--- src/rtl/spi_ctrl_pkg.sv ---
// Shared definitions for the SPI transaction sequencer.
//   xfer_state_t   : sequencer FSM states
//   DEFAULT_CS_DLY : value the CS delay timer holds out of reset
package spi_ctrl_pkg;

  typedef enum logic [2:0] {
    IDLE  = 3'd0,  // waiting for a command (CS may still be held)
    GAP   = 3'd1,  // one all-high cycle when switching away from a held CS
    SETUP = 3'd2,  // CS asserted, waiting cs_setup+1 cycles
    ISSUE = 3'd3,  // offering a byte to the byte engine
    WAIT  = 3'd4,  // byte in flight, waiting for byte-done
    HOLD  = 3'd5   // last byte done, waiting cs_hold+1 cycles
  } xfer_state_t;

  localparam int DEFAULT_CS_DLY = 0;

endpackage

--- src/rtl/spi_cs_timer.sv ---
// Loadable down-counter used for both the CS setup and CS hold intervals.
//   clk, rst  : clock, asynchronous active-high reset
//   load      : capture load_val (takes priority over counting)
//   load_val  : number of extra cycles to wait
//   run       : count down while nonzero
//   expired   : counter has reached zero
// Loading N while the owning state is entered gives N+1 cycles in that state,
// because the state leaves on the first cycle it sees expired.
module spi_cs_timer
  import spi_ctrl_pkg::*;
#(
  parameter int WIDTH = 8
) (
  input  logic             clk,
  input  logic             rst,
  input  logic             load,
  input  logic [WIDTH-1:0] load_val,
  input  logic             run,
  output logic             expired
);

  logic [WIDTH-1:0] cnt_reg;

  always_ff @(posedge clk or posedge rst) begin
    if (rst) begin
      cnt_reg <= WIDTH'(DEFAULT_CS_DLY);
    end else if (load) begin
      cnt_reg <= load_val;
    end else if (run && (cnt_reg != '0)) begin
      cnt_reg <= cnt_reg - WIDTH'(1);
    end
  end

  assign expired = (cnt_reg == '0);

endmodule

--- src/rtl/spi_xfer_ctrl.sv ---
// Transaction sequencer in front of an 8-bit SPI byte engine.
// Turns one command into cmd_len+1 back-to-back byte transfers, owns the
// active-low chip selects and enforces CS setup/hold delays. A command with
// cmd_keep set leaves its CS asserted so a follow-up command to the same
// device continues the transaction without a new setup interval.
//   command : cmd_len, cmd_cs, cmd_keep, cmd_vld / cmd_rdy
//   config  : cs_setup, cs_hold (sampled when SETUP/HOLD is entered)
//   tx      : tx_data, tx_vld / tx_rdy (passthrough to the engine in ISSUE)
//   rx      : rx_data, rx_vld (one-cycle pulse per received byte)
//   status  : busy, csn
//   engine  : m_din, m_din_vld, m_din_rdy, m_dout, m_dout_vld
module spi_xfer_ctrl
  import spi_ctrl_pkg::*;
#(
  parameter int NUM_CS    = 4,
  parameter int LEN_WIDTH = 8,
  parameter int DLY_WIDTH = 8,
  localparam int CS_W     = (NUM_CS > 1) ? $clog2(NUM_CS) : 1
) (
  input  logic                 clk,
  input  logic                 rst,
  input  logic [LEN_WIDTH-1:0] cmd_len,
  input  logic [CS_W-1:0]      cmd_cs,
  input  logic                 cmd_keep,
  input  logic                 cmd_vld,
  output logic                 cmd_rdy,
  input  logic [DLY_WIDTH-1:0] cs_setup,
  input  logic [DLY_WIDTH-1:0] cs_hold,
  input  logic [7:0]           tx_data,
  input  logic                 tx_vld,
  output logic                 tx_rdy,
  output logic [7:0]           rx_data,
  output logic                 rx_vld,
  output logic                 busy,
  output logic [NUM_CS-1:0]    csn,
  output logic [7:0]           m_din,
  output logic                 m_din_vld,
  input  logic                 m_din_rdy,
  input  logic [7:0]           m_dout,
  input  logic                 m_dout_vld
);

  xfer_state_t          state_reg, state_next;
  logic [LEN_WIDTH-1:0] len_reg, len_next;
  logic [LEN_WIDTH-1:0] cnt_reg, cnt_next;
  logic [CS_W-1:0]      cs_reg, cs_next;
  logic                 keep_reg, keep_next;
  logic                 held_reg, held_next;
  logic [7:0]           rx_data_reg, rx_data_next;
  logic                 rx_vld_reg, rx_vld_next;
  logic [NUM_CS-1:0]    csn_reg, csn_next;

  logic [CS_W-1:0]      cs_sel;
  logic                 cs_active;
  logic                 timer_load;
  logic [DLY_WIDTH-1:0] timer_val;
  logic                 timer_run;
  logic                 timer_expired;

  // Out-of-range chip-select indices fall back to device 0. The compare only
  // exists when the index field can actually encode an out-of-range value.
  generate
    if ((1 << CS_W) > NUM_CS) begin : g_cs_clamp
      assign cs_sel = (cmd_cs < CS_W'(NUM_CS)) ? cmd_cs : '0;
    end else begin : g_cs_direct
      assign cs_sel = cmd_cs;
    end
  endgenerate

  assign timer_run = (state_reg == SETUP) || (state_reg == HOLD);

  spi_cs_timer #(
    .WIDTH (DLY_WIDTH)
  ) u_cs_timer (
    .clk      (clk),
    .rst      (rst),
    .load     (timer_load),
    .load_val (timer_val),
    .run      (timer_run),
    .expired  (timer_expired)
  );

  always_ff @(posedge clk or posedge rst) begin
    if (rst) begin
      state_reg   <= IDLE;
      len_reg     <= '0;
      cnt_reg     <= '0;
      cs_reg      <= '0;
      keep_reg    <= 1'b0;
      held_reg    <= 1'b0;
      rx_data_reg <= '0;
      rx_vld_reg  <= 1'b0;
      csn_reg     <= '1;
    end else begin
      state_reg   <= state_next;
      len_reg     <= len_next;
      cnt_reg     <= cnt_next;
      cs_reg      <= cs_next;
      keep_reg    <= keep_next;
      held_reg    <= held_next;
      rx_data_reg <= rx_data_next;
      rx_vld_reg  <= rx_vld_next;
      csn_reg     <= csn_next;
    end
  end

  always_comb begin
    state_next   = state_reg;
    len_next     = len_reg;
    cnt_next     = cnt_reg;
    cs_next      = cs_reg;
    keep_next    = keep_reg;
    held_next    = held_reg;
    rx_data_next = rx_data_reg;
    rx_vld_next  = 1'b0;
    cmd_rdy      = 1'b0;
    tx_rdy       = 1'b0;
    m_din_vld    = 1'b0;
    timer_load   = 1'b0;
    timer_val    = cs_setup;

    case (state_reg)
      IDLE: begin
        cmd_rdy = 1'b1;
        if (cmd_vld) begin
          len_next  = cmd_len;
          cs_next   = cs_sel;
          keep_next = cmd_keep;
          cnt_next  = '0;
          held_next = 1'b0;
          if (held_reg && (cs_sel == cs_reg)) begin
            // Continuing a kept transaction on the same device.
            state_next = ISSUE;
          end else if (held_reg) begin
            // Different device: release the held CS for one cycle first.
            state_next = GAP;
          end else begin
            state_next = SETUP;
            timer_load = 1'b1;
            timer_val  = cs_setup;
          end
        end
      end

      GAP: begin
        state_next = SETUP;
        timer_load = 1'b1;
        timer_val  = cs_setup;
      end

      SETUP: begin
        if (timer_expired) begin
          state_next = ISSUE;
        end
      end

      ISSUE: begin
        m_din_vld = tx_vld;
        tx_rdy    = m_din_rdy;
        if (m_din_rdy) begin
          state_next = WAIT;
        end
      end

      WAIT: begin
        if (m_dout_vld) begin
          rx_data_next = m_dout;
          rx_vld_next  = 1'b1;
          if (cnt_reg == len_reg) begin
            state_next = HOLD;
            timer_load = 1'b1;
            timer_val  = cs_hold;
          end else begin
            cnt_next   = cnt_reg + LEN_WIDTH'(1);
            state_next = ISSUE;
          end
        end
      end

      HOLD: begin
        if (timer_expired) begin
          state_next = IDLE;
          held_next  = keep_reg;
        end
      end

      default: begin
        state_next = IDLE;
        held_next  = 1'b0;
      end
    endcase
  end

  // CS is decoded from the next state so csn is a clean register output and
  // changes in the same cycle the FSM moves.
  assign cs_active = (state_next == SETUP) || (state_next == ISSUE) ||
                     (state_next == WAIT)  || (state_next == HOLD)  ||
                     ((state_next == IDLE) && held_next);

  generate
    for (genvar gi = 0; gi < NUM_CS; gi++) begin : g_csn
      assign csn_next[gi] = ~(cs_active && (cs_next == CS_W'(gi)));
    end
  endgenerate

  assign m_din   = tx_data;
  assign rx_data = rx_data_reg;
  assign rx_vld  = rx_vld_reg;
  assign csn     = csn_reg;
  assign busy    = (state_reg != IDLE);

endmodule

--- config.mk ---
export PLATFORM = sky130hd
export DESIGN_NAME = spi_xfer_ctrl
export DESIGN_NICKNAME = d
export VERILOG_FILES = /design/src/rtl/spi_ctrl_pkg.sv /design/src/rtl/spi_cs_timer.sv /design/src/rtl/spi_xfer_ctrl.sv
export SDC_FILE = /design/constraint.sdc
export NUM_CORES = 1
export LEC_CHECK = 0
export CAP_MARGIN = 25
export CORE_ASPECT_RATIO = 0.75
export CORE_MARGIN = 1.5
export CORE_UTILIZATION = 42
export DETAILED_ROUTE_END_ITERATION = 10
export GPL_TIMING_DRIVEN = 1
export PLACE_DENSITY = 0.81
export SYNTH_ARGS = -nofsm -noshare
export SYNTH_HDL_FRONTEND = slang
export SYNTH_SLANG_ARGS = --single-unit
export TNS_END_PERCENT = 30
--- constraint.sdc ---
create_clock -name clk -period 2.08 [get_ports clk]
set_clock_uncertainty 0.1 [all_clocks]
set_input_delay 0.312 -clock clk [delete_from_list [all_inputs] [get_ports clk]]
set_output_delay 0.312 -clock clk [all_outputs]
set_load 0.02 [all_outputs]
==> results of run 1 <==
[cell families after synthesis]
family	Yosys count
flip-flops	44
AO/OA/AOI/OAI	46
buffers and inverters	30
XOR/XNOR	14
adder cells (fa/ha/maj)	3
multiplexers	25
AND/OR/NAND/NOR	66
[critical path: cells and delay by family (launching register included)]
family	cells	cell delay (ns)
mux	1	0.18
flops	1	0.44
simple gates	2	1.04
compound gates	1	0.23
[synthesized netlist by cell type (all sizes together)]
cell type	n	area, µm²
a21oi	4	20.0
a221oi	2	23.8
a22o	1	8.76
a2bb2oi	1	8.76
a31oi	6	37.5
and2	1	6.26
and3	1	6.26
and3b	2	17.5
and4	1	8.76
and4bb	1	12.5
buf	16	115
clkbuf	2	7.51
dfrtp	40	1000
dfstp	4	105
ha	3	37.5
inv	12	45.0
mux2	23	274
mux2i	2	20.0
nand2	6	22.5
nand3	11	55.1
nand3b	1	7.51
nand4	4	25.0
nor2	17	63.8
nor2b	1	6.26
nor3	3	15.0
nor3b	2	20.0
nor4	2	12.5
nor4b	1	8.76
o2111ai	4	35.0
o211a	2	20.0
o211ai	3	22.5
o21ai	17	88.8
o22ai	3	18.8
o31a	2	17.5
o31ai	1	7.51
or3	6	42.5
or3b	1	8.76
or4	5	41.3
xnor2	11	96.3
xor2	3	26.3
[where the power goes]
group | internal, mW | switching, mW
Sequential | 1.14 | 0.220
Combinational | 0.748 | 0.563
Clock | 0.362 | 0.324
[routing by layer]
layer  GRT usage  up-vias  wire length (µm)
met1       0.255     1001              2700
met3      0.0493       11               412
met2       0.305       79              2660
met5           0        -                 0
met4       0.103        0               122
li1            -      981                 -
[how the worst min path moves through the flow]
stage                                start                      to  cells after the start
detailed placement  rx_data[7]$_DFFE_PP0P_  rx_data[7]$_DFFE_PP0P_                      1
CTS                                    rst  rx_data[4]$_DFFE_PP0P_                      3
global route                           rst  rx_data[4]$_DFFE_PP0P_                      3
finish                                 rst  rx_data[4]$_DFFE_PP0P_                      3
floorplan                          cmd_vld  cnt_reg[7]$_DFFE_PP0P_                      1
global placement    rx_data[7]$_DFFE_PP0P_  rx_data[7]$_DFFE_PP0P_                      1
[timing repair]
| item | 4_1_cts | 5_1_grt |
|---|---|---|
| setup buffers | 0 | 2 |
| pin swaps | 0 | 1 |
| endpoints found under the setup margin | 11 | 18 |
| resized for setup | 7 | 9 |
| hold buffers | 0 | 0 |
[metrics by stage]
| step | setup WS, ns | hold WS, ns |
|---|---|---|
| 2_1_floorplan | 0.102 | 0.301 |
| 3_3_place_gp | 0.00459 | 0.391 |
| 3_5_place_dp | -0.0589 | 0.396 |
| 4_1_cts | -0.0189 | 0.253 |
| 5_1_grt | -0.0400 | 0.284 |
| 6_report | 0.0283 | 0.250 |
[layout make-up]
type / instances / area [µm²]
clock buffers: 5 / 68.8
clock inverters: 3 / 47.5
fillers: 429 / 2070
inverters: 12 / 45.0
multi-input cells: 154 / 1200
flip-flops and latches: 44 / 1110
well taps: 75 / 93.8
repair buffers: 88 / 798
==> run_results.csv, run 1 <==
group,metric,value,unit
timing,setup_violations,0,
timing,fmax,0.487,GHz
detailed_routing,drt_wl_total,5900,µm
clock_network,clock-root-buffer,"clkbuf_8",
critical_path,end_kind,"register",
detailed_routing,viasPerCell,5.44,
critical_path,path_cells,"or4_4 > or4_1 > a31oi_1 > mux2_4",
synthesis,synthMuxAreaShare,0.122,
clock_network,clkTransAtPathRegs,0.10,ns
worst_hold_path,min_path_type,"in2async",
floorplanning,ios,74,
global_routing,grt_start_max_net_pins,25,
clock_network,clkLatencyLatePin,0.31,ns
global_routing,grt_first_pass_wirelength,9400,µm
final_layout,area_growth,39.2,%
power,total_power,3.36,mW
synthesis,ys_warn_count,0,
critical_path,worstPathArrival,2.20,ns
timing,finalMaxSlewViolations,0,
critical_path,worstSetupPathType,"reg2reg",
critical_path,slowest_delay,0.62,ns
timing,hold_viol_final,0,
final_layout,fin_nets,357,
synthesis,synthDistinctLibCells,50,
clock_network,cts_tree,"built",
timing,fin_crit,2.05,ns
detailed_routing,dr.pass1.iters,4,
final_layout,drive_gt1_frac,0.265,
power,cellPowerDensity,998,nW/µm²
timing,period_share,0.986,
synthesis,synthAdderAreaFrac,0.0155,
power,vdd_drop_max,779,µV
critical_path,worstReg2RegStart,"u_cs_timer.cnt_reg[5]$_DFFE_PP0P_",
critical_path,r2r_slack,0.03,ns
clock_network,cts_sinks,44,
floorplanning,die_h,68.7,µm
critical_path,slowest_stage,"or4_4",
floorplanning,die_area,6220,µm²
placement,place.gp.congestion,0.862,
synthesis,synth_top_family_by_area,"simple AND/OR/NAND/NOR gates",
critical_path,critPathLaunch,"u_cs_timer.cnt_reg[5]$_DFFE_PP0P_",
synthesis,yosys.area_share.xor_xnor,0.0507,
timing,rsz0062_at_grt,"yes",
placement,hpwlAfterDp,4270,µm
placement,dp.cells,371,
global_routing,grt_overflow,0,
detailed_routing,routedWlPerCell,15.5,µm
detailed_routing,final_antenna_net_count,0,
critical_path,cp.required,2.23,ns
synthesis,synthSimpleGateAreaFrac,0.157,
critical_path,crit_fanout,6,
final_layout,post-route-util,0.619,
floorplanning,start_util,0.444,
floorplanning,fp.dieW,90.6,µm
synthesis,synth-seq-cells,44,
final_layout,layout_commonest_cell,"clkdlybuf4s50_1",
final_layout,final_cell_count_no_fill,381,
critical_path,r2r_cells,4,
synthesis,synth.net_count,280,
clock_network,numCtsBuffers,5,
synthesis,syn-instance-count,228,
global_routing,groute.usage.overall,0.195,
detailed_routing,drcViolationCount,0,
floorplanning,core_area,5440,µm²
timing,timing.setup.tns,0,ns
job,cap_violations,0,
placement,io_buffer_count,57,
critical_path,cp-start-kind,"register",
critical_path,rr_endpoint,"u_cs_timer.cnt_reg[7]$_DFFE_PP0P_",
synthesis,syn_avg_cell_area,10.6,µm²
timing,relSlewSlack,0.718,
clock_network,h-tree-depth,2,
final_layout,finish.instance_area,3360,µm²
synthesis,synth_area,2420,µm²
global_routing,grt_pass1_vias,1986,
critical_path,endpoint,"u_cs_timer.cnt_reg[7]$_DFFE_PP0P_",
placement,placedInstanceArea,3180,µm²
synthesis,ys_seq_area_frac,0.458,
synthesis,synth_compound_area_frac,0.128,
detailed_routing,drt_iter0_drc,149,
power,p_leak,1.44,nW
floorplanning,row_count,23,
final_layout,antennaDiodeCount,0,
global_routing,antenna_found_initial,0,
detailed_routing,vias,2072,
clock_network,clock_path_buffers,2,
final_layout,final_cell_mix,"clkdlybuf4s50_1, dfrtp_1, buf_4, mux2_2, nor2_1",
run_status,status,"finished, final reports clean",
timing,tightest_slew,0.422,ns
Note: power is estimated with default switching activity, not from simulation.
==> run 2, diff against run 1 <==
Settings changed: CTS_CLUSTER_DIAMETER from default to 80.
==> results of run 2 <==
The final DEF is identical to that of run 1; final timing and power are the same.
==> run 3, diff against run 2 <==
Settings changed: REMOVE_ABC_BUFFERS from default to 1.
==> run 3 against run 2 <==
Net effect:
- count of clock-buffer cells in the layout is 2 higher
- first-iteration DRC count up 10%
- highest routed layer unchanged
- wire length down 2.5%
- total power down 5.0%
- core utilization down 1.3 points
- largest power group unchanged
- critical path type unchanged
- critical endpoint is now csn[0]$_DFF_PP1_
- sequential share of layout area grew 0.75 points
- sequential power hardly changed
==> run_results.csv, run 3 (synthesis gave the netlist of run 1 again) <==
group,metric,value,unit
critical_path,crit_cells,7,
timing,fin_ws,0.0636,ns
power,vdd_drop_max,651,µV
clock_network,cts_tree,"built",
critical_path,crit_fanout,11,
detailed_routing,drt_iter0_drc,164,
critical_path,slowest_stage,"dfrtp_2",
critical_path,r2r_cells,7,
power,p_leak,1.39,nW
clock_network,numCtsBuffers,5,
critical_path,worstReg2RegStart,"state_reg[1]$_DFF_PP0_",
timing,finalMaxSlewViolations,0,
global_routing,antenna_found_initial,0,
critical_path,worstPathArrival,2.15,ns
final_layout,final_cell_count_no_fill,375,
timing,timing.hold.ws,0.154,ns
critical_path,r2r_slack,0.06,ns
floorplanning,fp.dieW,90.6,µm
critical_path,cp_top_family,"buffers and inverters",
clock_network,clkLatencyLatePin,0.30,ns
clock_network,clkTransAtPathRegs,0.09,ns
global_routing,grt_start_max_net_pins,36,
detailed_routing,viasPerCell,5.47,
power,cellPowerDensity,968,nW/µm²
final_layout,fillCellCount,440,
placement,io_buffer_count,57,
timing,rsz0062_at_grt,"yes",
critical_path,critPathLaunch,"state_reg[1]$_DFF_PP0_",
critical_path,path_cells,"buf_4 > nor4b_4 > buf_4 > o211a_1 > o2111ai_1 > buf_4 > nand3_1",
placement,pre_cts_ws,-0.0653,ns
placement,place.gp.congestion,0.890,
floorplanning,ios,74,
global_routing,grt_overflow,0,
floorplanning,core_area,5440,µm²
detailed_routing,drcViolationCount,0,
timing,timing.setup.tns,0,ns
clock_network,cts_sinks,44,
global_routing,groute.usage.overall,0.194,
critical_path,end_kind,"register",
timing,fin_crit,2.02,ns
run_status,status,"finished, final reports clean",
critical_path,cp-start-kind,"register",
final_layout,fin_nets,351,
clock_network,h-tree-depth,2,
final_layout,drive_gt1_frac,0.250,
detailed_routing,drt_wl_total,5750,µm
clock_network,clock_path_buffers,2,
floorplanning,die_area,6220,µm²
timing,relSlewSlack,0.733,
worst_hold_path,min_path_type,"in2async",
timing,hold_viol_final,0,
final_layout,seqCellArea,1110,µm²
detailed_routing,top_layer,"met4",
floorplanning,row_count,23,
critical_path,cp.required,2.22,ns
job,cap_violations,0,
detailed_routing,wl_met2,2580,µm
floorplanning,die_h,68.7,µm
timing,period_share,0.969,
clock_network,clock-root-buffer,"clkbuf_8",
detailed_routing,met1_length,2640,µm
critical_path,worstSetupPathType,"reg2reg",
detailed_routing,routedWlPerCell,15.3,µm
timing,setup_violations,0,
critical_path,slowest_delay,0.50,ns
timing,fmax,0.496,GHz
final_layout,area_growth,36.2,%
critical_path,endpoint,"csn[0]$_DFF_PP1_",
final_layout,layout_commonest_cell,"clkdlybuf4s50_1",
detailed_routing,wl_met3,436,µm
final_layout,antennaDiodeCount,0,
critical_path,path_buf_inv,3,
detailed_routing,dr.pass1.iters,4,
critical_path,cp_common_cell,"buf_4",
placement,dp.cells,367,
detailed_routing,final_antenna_net_count,0,
clock_network,cts_setup_buffers,0,
detailed_routing,vias,2051,
placement,hpwlAfterDp,4190,µm
global_routing,grt_pass1_vias,2038,
final_layout,final_cell_mix,"clkdlybuf4s50_1, dfrtp_1, buf_4, mux2_2, nor2_1",
final_layout,multi_input_area,1190,µm²
timing,tightest_slew,0.398,ns
clock_network,hold_buffers,0,
critical_path,rr_endpoint,"csn[0]$_DFF_PP1_",
floorplanning,start_util,0.444,
global_routing,grt_first_pass_wirelength,9380,µm
run 3: per-layer routing:
layer  track usage  up-vias
met5             0        -
met4        0.0853        0
met3        0.0548        9
met2         0.308       78
met1         0.252      999
li1              -      965
run 3: where the power goes:
part	internal, mW	switching [mW]	total [mW]	leakage [nW]
Combinational	0.735	0.547	1.28	0.803
Clock	0.236	0.296	0.533	0.0422
Sequential	1.14	0.234	1.37	0.548
Total	2.11	1.08	3.19	1.39
run 3: final cells by class:
cell class                 count  area share
tap                           75      0.0285
multi-input combinational    154       0.362
sequential                    44       0.337
clock buffer                   7      0.0232
clock inverter                 1     0.00152
timing repair buffer          82       0.234
inverter                      12      0.0137
run 3: how the worst min path moves through the flow:
stage / from / endpoint / slack (ns) / cells past startpoint
finish: rst / rx_data[6]$_DFFE_PP0P_ / 0.15 / 2
global route: rst / rx_data[6]$_DFFE_PP0P_ / 0.18 / 2
CTS: rst / rx_data[0]$_DFFE_PP0P_ / 0.16 / 2
detailed placement: rx_data[6]$_DFFE_PP0P_ / rx_data[6]$_DFFE_PP0P_ / 0.40 / 1
global placement: rx_data[0]$_DFFE_PP0P_ / rx_data[0]$_DFFE_PP0P_ / 0.39 / 1
floorplan: cmd_vld / cnt_reg[7]$_DFFE_PP0P_ / 0.30 / 1
run 3: metrics by stage:
| step | utilization | total power [mW] | cell area, µm² |
|---|---|---|---|
| after detailed placement | 0.582 | 2.63 | 3170 |
| after floorplan | - | 2.12 | 2290 |
| after CTS | 0.599 | 3.18 | 3260 |
| after global placement | 0.582 | 2.58 | 3170 |
| after global routing | 0.605 | 3.40 | 3290 |
| final | 0.605 | 3.19 | 3290 |
run 3: repair_timing:
item                                    in CTS  in global routing
gates cloned                                 0                  0
hold endpoints to repair                     0                  0
resized for setup                            8                  9
pin swaps                                    0                  2
endpoints found under the setup margin       9                 11
